[config.mk]
export PLATFORM = sky130hd
export DESIGN_NAME = mem_model_q_drain_flat
export DESIGN_NICKNAME = d
export VERILOG_FILES = /design/src/rtl/mem_model_q_drain_if.sv /design/src/rtl/mem_model_q_drain.sv /design/src/flat_wrapper.sv
export SDC_FILE = /design/constraint.sdc
export NUM_CORES = 1
export LEC_CHECK = 0
export BUFFER_PORTS_ARGS = -buffer_cell sky130_fd_sc_hd__buf_2
export CORE_ASPECT_RATIO = 0.9
export CORE_MARGIN = 2
export CORE_UTILIZATION = 50
export CTS_BUF_LIST = sky130_fd_sc_hd__clkbuf_16
export CTS_CLUSTER_DIAMETER = 150
export DETAILED_ROUTE_END_ITERATION = 10
export PLACE_DENSITY = 0.82
export REMOVE_ABC_BUFFERS = 1
export SYNTH_ARGS = -nofsm -noshare
export SYNTH_HDL_FRONTEND = slang
export SYNTH_SLANG_ARGS = --single-unit
[constraint.sdc]
create_clock -name clk -period 5.3 [get_ports clk]
set_input_delay 0.265 -clock clk [delete_from_list [all_inputs] [get_ports clk]]
set_output_delay 0.265 -clock clk [all_outputs]
set_load 0.005 [all_outputs]
[src/rtl/mem_model_q_drain_if.sv]
// Queue read side and Avalon-MM-style write master bundled for the write-queue drain.
// The drain block connects through the master modport; the queue/slave side uses the slave modport.
interface mem_model_q_drain_if;
  logic        q_empty;
  logic [43:0] q_rdata;
  logic        q_read;
  logic [31:0] avm_address;
  logic        avm_write;
  logic [31:0] avm_writedata;
  logic [3:0]  avm_byteenable;
  logic        avm_waitrequest;

  modport master (
    input  q_empty, q_rdata, avm_waitrequest,
    output q_read, avm_address, avm_write, avm_writedata, avm_byteenable
  );

  modport slave (
    output q_empty, q_rdata, avm_waitrequest,
    input  q_read, avm_address, avm_write, avm_writedata, avm_byteenable
  );
endinterface

[src/rtl/mem_model_q_drain.sv]
// Drains the memory model's FWFT write queue: pops one {offset,data} entry at a time and
// issues it as a single bus write, with pause/enable, flush-and-report, inter-write gap and a write count.
//
// state   | meaning
// S_IDLE  | waiting for an entry (enable or flush) or reporting flush completion
// S_POP   | q_read high for one cycle, head entry already held
// S_ISSUE | avm_write high until the slave drops waitrequest
// S_GAP   | GAP idle cycles after an accepted write
module mem_model_q_drain #(
  parameter logic [31:0] BASE_ADDR = 32'h0000_0000,
  parameter int unsigned GAP       = 0
) (
  input  logic                       clk,
  input  logic                       reset,
  input  logic                       enable_i,
  input  logic                       flush_i,
  output logic                       flush_done_o,
  output logic                       busy_o,
  output logic [15:0]                tx_count_o,
  mem_model_q_drain_if.master        bus
);

  typedef enum logic [1:0] {S_IDLE, S_POP, S_ISSUE, S_GAP} state_t;

  localparam logic [7:0] GAP_LOAD = (GAP == 0) ? 8'd0 : 8'(GAP - 1);

  state_t      state_q, state_d;
  logic        flushing_q, flushing_d;
  logic [7:0]  gap_cnt_q, gap_cnt_d;
  logic [15:0] tx_count_q, tx_count_d;
  logic        q_read_q, q_read_d;
  logic        avm_write_q, avm_write_d;
  logic [31:0] addr_q, addr_d;
  logic [31:0] wdata_q, wdata_d;
  logic [3:0]  be_q, be_d;
  logic        busy_q, busy_d;
  logic        flush_done_q, flush_done_d;
  logic        flush_eff;
  logic        accept;

  // A flush pulse takes effect in the same cycle it is sampled, not only once the flag is set.
  assign flush_eff = flushing_q | flush_i;
  assign accept    = avm_write_q & ~bus.avm_waitrequest;

  always_comb begin
    state_d      = state_q;
    flushing_d   = flush_eff;
    gap_cnt_d    = gap_cnt_q;
    tx_count_d   = tx_count_q;
    addr_d       = addr_q;
    wdata_d      = wdata_q;
    flush_done_d = 1'b0;

    case (state_q)
      S_IDLE: begin
        if ((enable_i | flush_eff) & ~bus.q_empty) begin
          state_d = S_POP;
          addr_d  = BASE_ADDR + {18'b0, bus.q_rdata[43:32], 2'b00};
          wdata_d = bus.q_rdata[31:0];
        end else if (flush_eff & bus.q_empty) begin
          flush_done_d = 1'b1;
          flushing_d   = 1'b0;
        end
      end
      S_POP: begin
        state_d = S_ISSUE;
      end
      S_ISSUE: begin
        if (accept) begin
          tx_count_d = tx_count_q + 16'd1;
          if (GAP != 0) begin
            state_d   = S_GAP;
            gap_cnt_d = GAP_LOAD;
          end else begin
            state_d = S_IDLE;
          end
        end
      end
      S_GAP: begin
        if (gap_cnt_q == 8'd0) begin
          state_d = S_IDLE;
        end else begin
          gap_cnt_d = gap_cnt_q - 8'd1;
        end
      end
      default: state_d = S_IDLE;
    endcase

    q_read_d    = (state_d == S_POP);
    avm_write_d = (state_d == S_ISSUE);
    be_d        = avm_write_d ? 4'hF : 4'h0;
    busy_d      = (state_d != S_IDLE);
  end

  always_ff @(posedge clk) begin
    if (reset) begin
      state_q      <= S_IDLE;
      flushing_q   <= 1'b0;
      gap_cnt_q    <= 8'd0;
      tx_count_q   <= 16'd0;
      q_read_q     <= 1'b0;
      avm_write_q  <= 1'b0;
      addr_q       <= 32'd0;
      wdata_q      <= 32'd0;
      be_q         <= 4'h0;
      busy_q       <= 1'b0;
      flush_done_q <= 1'b0;
    end else begin
      state_q      <= state_d;
      flushing_q   <= flushing_d;
      gap_cnt_q    <= gap_cnt_d;
      tx_count_q   <= tx_count_d;
      q_read_q     <= q_read_d;
      avm_write_q  <= avm_write_d;
      addr_q       <= addr_d;
      wdata_q      <= wdata_d;
      be_q         <= be_d;
      busy_q       <= busy_d;
      flush_done_q <= flush_done_d;
    end
  end

  assign bus.q_read         = q_read_q;
  assign bus.avm_write      = avm_write_q;
  assign bus.avm_address    = addr_q;
  assign bus.avm_writedata  = wdata_q;
  assign bus.avm_byteenable = be_q;
  assign busy_o             = busy_q;
  assign flush_done_o       = flush_done_q;
  assign tx_count_o         = tx_count_q;

endmodule

[src/flat_wrapper.sv]
// flat-port wrapper written by rule: the top's interface ports become plain ports
module mem_model_q_drain_flat 
#(
  parameter logic [31:0] BASE_ADDR = 32'h0000_0000,
  parameter int unsigned GAP       = 0
)
  (clk, reset, enable_i, flush_i, flush_done_o, busy_o, tx_count_o, bus_q_empty, bus_q_rdata, bus_avm_waitrequest, bus_q_read, bus_avm_address, bus_avm_write, bus_avm_writedata, bus_avm_byteenable);
  mem_model_q_drain_if bus_i ();
  input  logic clk;
  input  logic reset;
  input  logic enable_i;
  input  logic flush_i;
  output logic flush_done_o;
  output logic busy_o;
  output logic [15:0] tx_count_o;
  input wire logic [$bits(bus_i.q_empty)-1:0] bus_q_empty;
  input wire logic [$bits(bus_i.q_rdata)-1:0] bus_q_rdata;
  input wire logic [$bits(bus_i.avm_waitrequest)-1:0] bus_avm_waitrequest;
  output wire logic [$bits(bus_i.q_read)-1:0] bus_q_read;
  output wire logic [$bits(bus_i.avm_address)-1:0] bus_avm_address;
  output wire logic [$bits(bus_i.avm_write)-1:0] bus_avm_write;
  output wire logic [$bits(bus_i.avm_writedata)-1:0] bus_avm_writedata;
  output wire logic [$bits(bus_i.avm_byteenable)-1:0] bus_avm_byteenable;
  assign bus_i.q_empty = bus_q_empty;
  assign bus_i.q_rdata = bus_q_rdata;
  assign bus_i.avm_waitrequest = bus_avm_waitrequest;
  assign bus_q_read = bus_i.q_read;
  assign bus_avm_address = bus_i.avm_address;
  assign bus_avm_write = bus_i.avm_write;
  assign bus_avm_writedata = bus_i.avm_writedata;
  assign bus_avm_byteenable = bus_i.avm_byteenable;
  mem_model_q_drain #(.BASE_ADDR(BASE_ADDR), .GAP(GAP)) u_core (.clk(clk), .reset(reset), .enable_i(enable_i), .flush_i(flush_i), .flush_done_o(flush_done_o), .busy_o(busy_o), .tx_count_o(tx_count_o), .bus(bus_i));
endmodule
Yosys cells after proc, flatten, opt, wreduce, memory -nomap -nowiden. Index checks and enable logic that the tools add are counted.

$add $sub $neg: 2. Eq/ne operators: 5. Muxes and demuxes: 9. Bitwise gates (word level): 9. Reduce and logical (&&, ||, !) cells: 7.

Operator list (count): 16-bit by 1-bit adder with 16-bit output (second input constant) (1); 8-bit zero test (1); 2-bit case mux with 4 select lines (1); 8-bit by 1-bit subtractor with 8-bit output (second input constant) (1); 2-bit == test (second input constant) (3); 2-bit two-way mux (3); 2-bit AND reduction (3); 2-bit by 1-bit == test with 1-bit output (second input constant) (2); 1-bit two-way mux (4); 4-bit two-way mux (1); 1-bit inverter (4); 1-bit AND (3); 3-bit OR reduction (1); 2-bit zero test (1); 1-bit OR (2); 2-bit nonzero test (1).

Register bits: 79. Output and inout bits: 88.

Longest topological paths before layout.
Word-level depth: 7. Depth in mapped cells: 6. Depth with buffers taken out: 6.

Least setup slack after synthesis. No wires, ideal clock.

Path kind: register to register. Start: reg u_core.state_q[0]. End: reg u_core.tx_count_q[11] (netlist: u_core.tx_count_o[11]). Setup time: 70 ps. Data arrival time: 1696 ps. Path slack: 3533 ps. Stages on the path, launching flop included: 7. Clock period less this slack: 1767 ps. Cell sequence: dfxtp_1 buf_6 nand4bb_4 buf_6 or4_4 or3_1 a21oi_1.

Longest elaborated chain between the ends: 2.

Ends and longest elaborated chain: start: declaration (RTL line mem_model_q_drain.sv:27) `state_t state_q, state_d;`; start signal: assignment (RTL line mem_model_q_drain.sv:109) `state_q <= state_d;`; 2-bit == test (RTL line mem_model_q_drain.sv:54) `case (state_q)`; 2-bit AND reduction (no line); end signal: assignment (RTL line mem_model_q_drain.sv:112) `tx_count_q <= tx_count_d;`; end: declaration (RTL line mem_model_q_drain.sv:30) `logic [15:0] tx_count_q, tx_count_d;`.

No other way between the ends. A chain may end at the register's enable or synchronous reset.

Worst setup path in the final report.
Start: reg u_core.state_q[0]. End: reg u_core.wdata_q[29] (netlist: u_core.bus.avm_writedata[29]).

Longest elaborated chain between the ends: 2.

Ends and longest elaborated chain: 2-bit zero test (RTL line mem_model_q_drain.sv:54); 2-bit AND reduction (no line); end signal: assignment (RTL line mem_model_q_drain.sv:116) `wdata_q <= wdata_d;`; end: declaration (RTL line mem_model_q_drain.sv:34) `logic [31:0] wdata_q, wdata_d;`.

No other way between the ends.

==> flow_summary.json <==
{
  "layout.nets": 537,
  "synth_top_cell_area_share_pct": 48.5,
  "maxCapViolCount": 0,
  "skew_ns": 0.00495,
  "num_rows": 27,
  "core_um2": 6050,
  "synth_edf_count": 0,
  "drv_slew": 0,
  "synthCells": 381,
  "instances_no_fill": 562,
  "yosys-top-cells-area": "dfxtp_1, nand2_1, a21oi_1",
  "synth_most_common_cell": "nand2_1",
  "yosysTopAreaCell": "dfxtp_1",
  "period_minus_slack_ns": 1.96,
  "ctsHtreeMaxLevel": 3,
  "drt_iter0_drc": 113,
  "avgSynthCellArea_um2": 8.13,
  "cts_made_buffers": 9,
  "finalHoldViolCount": 0,
  "async_flop_share_pct": 0,
  "whs_ns": 0.176,
  "relSlewSlack_pct": 46.8,
  "start_kind": "flip-flop",
  "post_cts_buffers": 0,
  "die_x_um": 87.0,
  "grtUsageTotal_pct": 19.7,
  "routabilityCongestion": 0.824,
  "setup_viol": 0,
  "required_ns": 5.47,
  "grt_pass1_vias": 2473,
  "ys_types": 37,
  "hp-class": "primary input to flip-flop",
  "yosysSeqAreaShare_pct": 48.5,
  "drc_errors": 0,
  "dp.cells": 546,
  "vias": 2796,
  "cts_max_path_buffers": 2,
  "start_util_pct": 51.2,
  "cts_tree": "done",
  "cp-end-kind": "flip-flop",
  "fp.dieH_um": 78.7,
  "cts_resized": 0,
  "routedWlPerCell_um": 12.2,
  "clkSinkCount": 75,
  "finalSetupTns_ns": 0,
  "gr-total-overflow": 0,
  "grt_max_degree": 81,
  "rsz0062_at_grt": "false",
  "drtAntennaViolNets": 0,
  "yosysWarningCount": 0,
  "drtPass1Iterations": 4,
  "tightest_slew_ns": 0.798,
  "ioPinCount": 138,
  "drive_above_1_share_pct": 29.6,
  "synthFlopType": "dfxtp_1",
  "max_freq_mhz": 510,
  "dp_hpwl_um": 4740,
  "num_antenna_cells": 0,
  "clock_tree.root_cell": "clkbuf_16",
  "synthToLayoutAreaGrowth_pct": 26.3,
  "clk_latency_ns": 0.32,
  "p_per_area_nw_per_um2": 349,
  "io_buffers": 117,
  "grt_pass1_wl_um": 10800,
  "clk_pin_slew_ns": 0.06,
  "status": "finished clean",
  "cts_hold_buffers": 0,
  "finalCritPeriodShare_pct": 37.0,
  "worst-path-max-fanout": 47,
  "netlist_area_um2": 3100,
  "via_per_inst": 4.98,
  "yosys_register_bits": 75,
  "wl_um": 6830,
  "p_leak_nw": 1.78,
  "antenna_found_initial": 0,
  "arrival_ns": 2.13,
  "synthTopCellsByCount": "nand2_1, dfxtp_1, a21oi_1, nor2_1, buf_4",
  "irDropWorstVdd_mv": 0.211,
  "die_area_um2": 6840,
  "setup.worst_path.class": "flip-flop to flip-flop"
}
-- critical path, stage by stage, from the launching register on --
cell and delay [ns]:
dfxtp_1 0.41, or4_2 1.11, nand2_1 0.20, a21oi_1 0.08
-- metrics by stage --
stage	power, W	area [um^2]	util, %	worst slack (ns)
finish	0.00137	3910	64.7	3.34
global route	0.00142	3910	64.7	3.20
CTS	0.00138	3910	64.7	3.33
detailed placement	0.000742	3590	59.4	3.34
global placement	0.000738	3590	59.4	3.37
floorplan	0.000674	2890	-	2.72
-- cells by family (layout without fill, tap and decap cells) --
logic type | Yosys count | after routing | synth area share, %
other | 1 | 20 | 0.121
flip-flops | 75 | 75 | 48.5
multiplexers | 5 | 5 | 1.74
AND/OR/NAND/NOR | 166 | 166 | 24.2
AO/OA/AOI/OAI | 69 | 69 | 12.0
XOR/XNOR | 10 | 10 | 2.83
adder cells (fa/ha/maj) | 2 | 2 | 0.808
buffers and inverters | 53 | 143 | 9.85
-- flip-flops by register name, summed over array words and instances (netlist names) --
| register | count |
|---|---|
| u_core.tx_count_o | 16 |
| u_core.gap_cnt_q | 8 |
| u_core.bus.q_read | 1 |
| u_core.busy_o | 1 |
| u_core.bus.avm_writedata | 32 |
| u_core.flush_done_o | 1 |
| u_core.bus.avm_address | 12 |
| u_core.flushing_q | 1 |
| u_core.bus.avm_byteenable | 1 |
| u_core.state_q | 2 |
-- where the power goes --
group          leakage, nW  switching, W  internal (W)
Sequential           0.611     0.0000155      0.000591
Clock                0.157      0.000226      0.000411
Combinational         1.01     0.0000711     0.0000525
-- final timing paths --
| path | depth (start not counted) | end | slack (ns) | from |
|---|---|---|---|---|
| setup / recovery | 3 | u_core.bus.avm_writedata[29] | 3.34 | u_core.state_q[0] |
| hold / removal | 3 | u_core.bus.avm_address[8] | 0.18 | bus_q_rdata[38] |
| setup reg to reg | 3 | u_core.bus.avm_writedata[29] | 3.34 | u_core.state_q[0] |
| hold reg to reg | 2 | u_core.bus.avm_address[2] | 0.45 | u_core.bus.avm_address[2] |
-- layout by cell type (no fill, tap or decap), drive strengths merged --
cell and count:
a211oi 3, a21oi 55, a311oi 1, a31o 2
a31oi 1, a41o 1, and4bb 1, buf 119
bufinv 2, clkbuf 9, clkinv 3, clkinvlp 1
conb 20, dfxtp 75, ha 2, inv 9
mux2 3, mux2i 2, nand2 99, nand2b 1
nand3 5, nand4 4, nand4bb 1, nor2 29
nor2b 3, nor3 7, nor4 6, o21ai 5
o22ai 1, or3 5, or4 5, xnor2 8
xor2 2
-- layer usage --
layer  vias to the layer above  GRT usage, %  wire length, um
met1                      1266          22.9             2970
met4                         0          9.38              107
li1                       1436             -                -
met5                         -             0                0
met3                        12          5.36              312
met2                        82          33.2             3440
-- area by class of cell --
type / instances / area (um^2)
Fill cell: 511 / 2130
Sequential cell: 75 / 1500
Multi-Input combinational cell: 272 / 1370
Timing Repair Buffer: 119 / 601
Clock buffer: 9 / 225
Clock inverter: 7 / 93.8
Tap cell: 72 / 90.1
Inverter: 8 / 30.0
No activity file was read; power rests on OpenSTA's default activity.
